[src/rtl/spi_ram_wrapper.sv]
// rtl/spi_ram_wrapper.sv - SPI slave frame shifter with a MEM_DEPTH x 8 single-port RAM
module spi_ram_wrapper #(
    parameter int MEM_DEPTH = 256,
    parameter int ADDR_SIZE = 8
) (
    input  logic CLK,
    input  logic rst,
    input  logic MOSI,
    input  logic SS_n,
    output logic MISO
);
    typedef enum logic [2:0] {IDLE, CHK_CMD, WRITE, READ_ADD, READ_DATA} state_t;

    state_t       state;
    state_t       state_next;
    logic [3:0]   bit_cnt;
    logic [9:0]   rx_data;
    logic         rx_valid;
    logic         tx_valid;
    logic [7:0]   dout;
    logic         rd_addr_seen;
    logic [7:0]   tx_shift;
    logic [2:0]   tx_cnt;
    logic         shifting;

    assign shifting = (state == WRITE) || (state == READ_ADD) || (state == READ_DATA);

    always_ff @(posedge CLK or posedge rst) begin
        if (rst) state <= IDLE;
        else     state <= state_next;
    end

    always_comb begin
        state_next = state;
        if (SS_n) begin
            state_next = IDLE;
        end else begin
            case (state)
                IDLE:    state_next = CHK_CMD;
                CHK_CMD: begin
                    if (!MOSI)            state_next = WRITE;
                    else if (rd_addr_seen) state_next = READ_DATA;
                    else                  state_next = READ_ADD;
                end
                default: state_next = state;
            endcase
        end
    end

    // Bits beyond the tenth are ignored until the master releases SS_n.
    always_ff @(posedge CLK or posedge rst) begin
        if (rst) begin
            bit_cnt  <= 4'd0;
            rx_data  <= 10'd0;
            rx_valid <= 1'b0;
        end else begin
            rx_valid <= 1'b0;
            if (SS_n || !shifting) begin
                bit_cnt <= 4'd0;
            end else if (bit_cnt != 4'd10) begin
                rx_data  <= {rx_data[8:0], MOSI};
                bit_cnt  <= bit_cnt + 4'd1;
                rx_valid <= (bit_cnt == 4'd9);
            end
        end
    end

    always_ff @(posedge CLK or posedge rst) begin
        if (rst) begin
            MISO     <= 1'b0;
            tx_shift <= 8'd0;
            tx_cnt   <= 3'd0;
        end else if (SS_n) begin
            MISO     <= 1'b0;
            tx_shift <= 8'd0;
            tx_cnt   <= 3'd0;
        end else if (tx_valid) begin
            MISO     <= dout[7];
            tx_shift <= {dout[6:0], 1'b0};
            tx_cnt   <= 3'd7;
        end else if (tx_cnt != 3'd0) begin
            MISO     <= tx_shift[7];
            tx_shift <= {tx_shift[6:0], 1'b0};
            tx_cnt   <= tx_cnt - 3'd1;
        end else begin
            MISO <= 1'b0;
        end
    end

    spi_ram_mem #(
        .MEM_DEPTH(MEM_DEPTH),
        .ADDR_SIZE(ADDR_SIZE)
    ) RAM (
        .CLK         (CLK),
        .rst         (rst),
        .din         (rx_data),
        .rx_valid    (rx_valid),
        .dout        (dout),
        .tx_valid    (tx_valid),
        .rd_addr_seen(rd_addr_seen)
    );
endmodule

module spi_ram_mem #(
    parameter int MEM_DEPTH = 256,
    parameter int ADDR_SIZE = 8
) (
    input  logic       CLK,
    input  logic       rst,
    input  logic [9:0] din,
    input  logic       rx_valid,
    output logic [7:0] dout,
    output logic       tx_valid,
    output logic       rd_addr_seen
);
    logic [7:0]           RAM [0:MEM_DEPTH-1];
    logic [ADDR_SIZE-1:0] wr_addr;
    logic [ADDR_SIZE-1:0] rd_addr;

    always_ff @(posedge CLK or posedge rst) begin
        if (rst) begin
            wr_addr      <= '0;
            rd_addr      <= '0;
            rd_addr_seen <= 1'b0;
            tx_valid     <= 1'b0;
        end else begin
            tx_valid <= 1'b0;
            if (rx_valid) begin
                case (din[9:8])
                    2'b00: wr_addr <= din[ADDR_SIZE-1:0];
                    2'b10: begin
                        rd_addr      <= din[ADDR_SIZE-1:0];
                        rd_addr_seen <= 1'b1;
                    end
                    2'b11: begin
                        tx_valid     <= 1'b1;
                        rd_addr_seen <= 1'b0;
                    end
                    default: ;
                endcase
            end
        end
    end

    // Storage is deliberately outside the reset domain so contents survive rst.
    always_ff @(posedge CLK) begin
        if (rx_valid && din[9:8] == 2'b01) RAM[wr_addr] <= din[7:0];
        if (rx_valid && din[9:8] == 2'b11) dout <= RAM[rd_addr];
    end
endmodule

[config.mk]
export PLATFORM = sky130hd
export DESIGN_NAME = spi_ram_wrapper
export DESIGN_NICKNAME = d
export VERILOG_FILES = /design/src/rtl/spi_ram_wrapper.sv
export SDC_FILE = /design/constraint.sdc
export NUM_CORES = 2
export LEC_CHECK = 0
export CAP_MARGIN = 0
export CORE_AREA = 10 10 373 375
export CTS_CLUSTER_DIAMETER = 40
export DETAILED_ROUTE_END_ITERATION = 10
export DIE_AREA = 0 0 383 385
export PLACE_DENSITY = 0.84
export SYNTH_ARGS = -nofsm -noshare
export SYNTH_HDL_FRONTEND = slang
export SYNTH_HIERARCHICAL = 1
export SYNTH_SLANG_ARGS = --single-unit
[constraint.sdc]
create_clock -name CLK -period 4.7 [get_ports CLK]
set_input_delay 1.175 -clock CLK [delete_from_list [all_inputs] [get_ports CLK]]
set_output_delay 1.175 -clock CLK [all_outputs]
set_load 0.05 [all_outputs]
# Word level (Yosys, flattened, before mapping)
# Memory sizes are Yosys's and may differ from the RTL's. A register that Yosys moved wholly into a read port is not among the register bits.
# Cells that the tools add are included.
[op_classes]
addsub = 2
eq_ne = 9
mux = 22
n_bitwise = 1
n_reduce_logical = 17
[ops]
columns = ["op", "count"]
rows = [
  ["8-bit two-way mux", 3],
  ["3-bit two-way mux", 6],
  ["1-bit two-way mux", 9],
  ["3-bit nonzero test", 3],
  ["4-bit two-way mux", 2],
  ["2-bit AND reduction", 4],
  ["3-bit by 2-bit equality test with 1-bit output, second input constant", 2],
  ["3-bit case mux with 2 select lines", 1],
  ["4-bit by 1-bit adder with 4-bit output, second input constant", 1],
  ["2-bit equality test, second input constant", 2],
  ["4-bit equality test, second input constant", 1],
  ["4-bit != test, second input constant", 1],
  ["2-bit nonzero test", 2],
  ["3-bit by 1-bit equality test with 1-bit output, second input constant", 1],
  ["3-bit equality test, second input constant", 1],
  ["3-bit zero test", 1],
  ["1-bit logical OR", 3],
  ["3-bit by 1-bit subtractor with 3-bit output, second input constant", 1],
  ["2-bit by 1-bit equality test with 1-bit output, second input constant", 1],
  ["1-bit logical AND", 2],
  ["2-bit zero test", 1],
  ["1-bit case mux with 2 select lines", 1],
  ["1-bit zero test", 1],
  ["1-bit inverter", 1],
]
[totals]
register_bits = 48
ram_bits = 2048
inputBits = 4
out_inout_bits = 1
wordCells = 63
mem_count = 1
[memory_table]
columns = ["name", "words", "word_bits", "rd", "rd_ports_with_merged_regs", "write_ports", "line_no", "source"]
rows = [
  ["RAM.RAM", 256, 8, 1, 1, 1, "116", "logic [7:0] RAM [0:MEM_DEPTH-1];"],
]

# Depth between registers and ports, before layout
[logic_depth]
depth_word = 7
depth_mapped = 11
ltp_nobuf = 6

# Modules after synthesis
# Netlist, hierarchy kept.
[by_module_without_submodules]
columns = ["mod", "instances", "cells_per_inst", "area_per_inst_um2", "seq_area_each_um2"]
rows = [
  ["spi_ram_mem", 1, 3852, 80876.3, 62189.6],
  ["spi_ram_wrapper", 1, 112, 1383.8, 725.7],
]

# Worst setup path before layout
# OpenSTA, ideal clock, no wires.
[synth_path]
path_type = "register -> register"
startpoint = "register rx_data[1]"
endpoint = "memory RAM.RAM[0][1] (data pin)"
setup_time_ns = 0.811
arrival_time_ns = 3.220
setup_slack_ns = 0.669
stages_incl_launch_ff = 1
n_path_buf = 0
period_less_slack_ns = 4.031
cell_sequence = "dfrtp_1"
[synth_lines]
columns = ["element", "line_no", "source"]
rows = [
  ["from (decl)", "17", "logic [9:0] rx_data;"],
  ["from (signal assigned)", "61", "rx_data <= {rx_data[8:0], MOSI};"],
  ["to (decl)", "116", ""],
]
# No word-level cell before the write port.

==> impl_results.md <==
* Outcome: complete, no violations
* FMAX at 0.2335 GHz
* Synth area leader: edfxtp_1
* NumNets Final at 4051
* Sequential fraction of the synthesis area at 0.7648
* Vias in the first global route at 44250
* GR peak layer: met2
* Most frequent cell after synthesis: edfxtp_1
* Power Dens Cells at 470.0 nW/um2
* Max cap viols at 0
* GRT Util Overall at 0.2955
* Total CTS buffers at 202
* Slew headroom at 0.06935
* Cts hold-fix bufs at 0
* Clock-pin slew on the worst setup and hold paths at 70 ps
* Ys async rst share at 0.02235
* Final hold slack at 488.0 ps
* Yosys top cell area share at 0.7505
* CP Max Fanout at 26
* HPWL Detailed at 117.3 mm
* CTS tree: done
* Mean post-synth cell area at 20.75 um2
* Post-CTS Setup Bufs at 0
* EDFF count, synth at 2056
* Port bufs at 4
* Final Non-Filler Cells at 5974
* Met3 usage at 0.09353
* Worst slew pin tran at 1383 ps
* Synth Cell Area at 82260 um2
* Clock Latency Late Sink at 830 ps
* First-pass GRT wire length at 316.5 mm
* Tmin final at 4283 ps
* Clock skew at 40.89 ps
* GPL Wtd Cong at 0.9158
* Worst EP required at 5230 ps
* Area overhead of the layout relative to synthesis at 10.27%
* Max-slew violations at 0
* Fill cells at 7197
* Top post-synthesis cells by area: edfxtp_1, mux4_2, mux2i_1, mux4_1, dfrtp_1
* Antenna violations before repair at 13
* Syn_nets at 3973
* Worst Hold Class: reg -> reg
* Final hold viol count at 0
* PostCTS Resize Cnt at 0
* Ys flop type: edfxtp_1
* Setup TNS at 0 ps
* Die ar. at 147500 um2
* Remaining antenna violation count after routing at 0
* Placed cell count at 5593
* Kind of start point of the critical path: flop
* Vias/cell at 7.367
* Most frequent cells after synthesis: edfxtp_1, mux4_2, nor2_1
* Initial DRC count at 8342
* GR Overflow Total at 0
* Wire length per cell at 36.35 um
* Largest net degree at the start of global routing at 159
* Layout cells sized above 1 at 0.2090
* Area of the core at 131100 um2
* Clock Path Buffers at 3
* Mapped Cells at 3964
* Initial core utilization at 0.6273
* Period utilisation layout at 0.9114
* Detailed Routing Iterations Pass 1 at 7
* Num Clock Sinks at 2103
* Routed via count at 44010
* Leakage at 27.47 nW
* # IOs at 5
* Clock root cell: clkbuf_16
* Max VDD drop at 0.5760 mV
* Htree depth at 4
* Final setup viols at 0
* Met1 usage at 0.3905
* Total of warnings raised by yosys at 6
* Number of synthesized register bits at 2103
* Global Route met2 Usage at 0.4498
* RSZ-0062 raised after global routing: false
* Rows at 133
* Die height at 385 um
* Unique masters post-synth at 65
* Crit path DAT at 4810 ps
* Die W at 383 um
* Final wirelength at 217.2 mm
* Setup CP Type: reg -> reg
* Worst setup EP type: flop
* DRC Markers at 0
==> cells by family after synthesis <==
| logic type | share of synthesized area |
|---|---|
| compound gates | 0.03333 |
| xor+xnor | 0.0004260 |
| fa+ha+maj | 0.0007605 |
| buf+inv | 0.02008 |
| flops | 0.7648 |
| mux | 0.1496 |
| simple gates | 0.03095 |
==> flip-flops by register name, summed over array words and instances (netlist names) <==
name,cells
RAM/tx_valid,1
RAM/rd_addr_seen,1
bit_cnt,4
state,3
rx_data,10
MISO,1
rx_valid,1
RAM/rd_addr,8
tx_shift,7
tx_cnt,3
RAM/wr_addr,8
RAM/dout,8
RAM/RAM,2048
==> per-stage QoR <==
step | utilization | total power [mW] | worst slack, ps | instance area [um2]
after CTS | 0.6917 | 42.38 | 684.7 | 90700
after global routing | 0.6917 | 43.26 | 503.2 | 90700
after global placement | 0.6413 | 26.01 | 780.5 | 84090
final | 0.6917 | 42.63 | 416.5 | 90710
after floorplan | - | 25.26 | 668.8 | 82260
after detailed placement | 0.6413 | 26.26 | 788.3 | 84090
==> routing by layer <==
metal / wire length (um) / vias to the layer above / share of wire
li1: - / 16680 / -
met1: 70440 / 21970 / 0.32
met2: 101000 / 4518 / 0.47
met3: 33310 / 833 / 0.15
met4: 12350 / 12 / 0.057
met5: 81 / - / 0.00037
==> layout by cell type (no fill, tap or decap), types with 34 or more instances in the layout <==
cell	instances
buf_4	85
edfxtp_1	2056
clkinv_1	48
mux2_2	38
nand2_1	89
mux4_1	47
a22oi_1	120
mux4_2	400
a21oi_1	77
dfrtp_1	34
clkbuf_16	208
nor2_1	305
clkbuf_1	34
mux2i_1	150
nand3_1	43
==> report_power, final <==
| part | total (mW) | internal (mW) | switching [mW] | leakage (nW) |
|---|---|---|---|---|
| logic | 2.30 | 0.240 | 2.06 | 4.98 |
| clock network | 16.6 | 9.19 | 7.41 | 3.19 |
| registers | 23.7 | 23.0 | 0.739 | 19.3 |
| total | 42.6 | 32.4 | 10.2 | 27.5 |
==> path summary, 6_finish.rpt <==
check	depth (start not counted)	slack, ps	from	endpoint
setup reg to reg	7	420	RAM/rd_addr[3]	RAM/dout[5]
setup / recovery	7	420	RAM/rd_addr[3]	RAM/dout[5]
max in group asynchronous	2	2900	rst	rx_data[6]
hold reg to reg	2	490	tx_shift[4]	tx_shift[4]
min in group asynchronous	2	970	rst	RAM/rd_addr[1]
hold / removal	2	490	tx_shift[4]	tx_shift[4]
==> worst max-delay path, stage by stage, from the launching register on <==
cell and delay [ps]:
dfrtp_4 620, buf_4 320, nor2b_1 980, a22oi_1 360, nand3_1 330, o211ai_1 150
a221oi_1 1040, nor4_1 150
==> final cells by class <==
cell class	count	area [um2]	area share
inverters	13	48.80	0.0005379
flip-flops and latches	2103	62960	0.6941
repair buffers	113	1159	0.01277
clock buffers	242	5333	0.05879
clock inverters	135	1274	0.01404
multi-input cells	1609	17730	0.1954
well taps	1755	2196	0.02421
diodes	4	10.01	0.0001103
No activity file was read; power rests on OpenSTA's default activity.
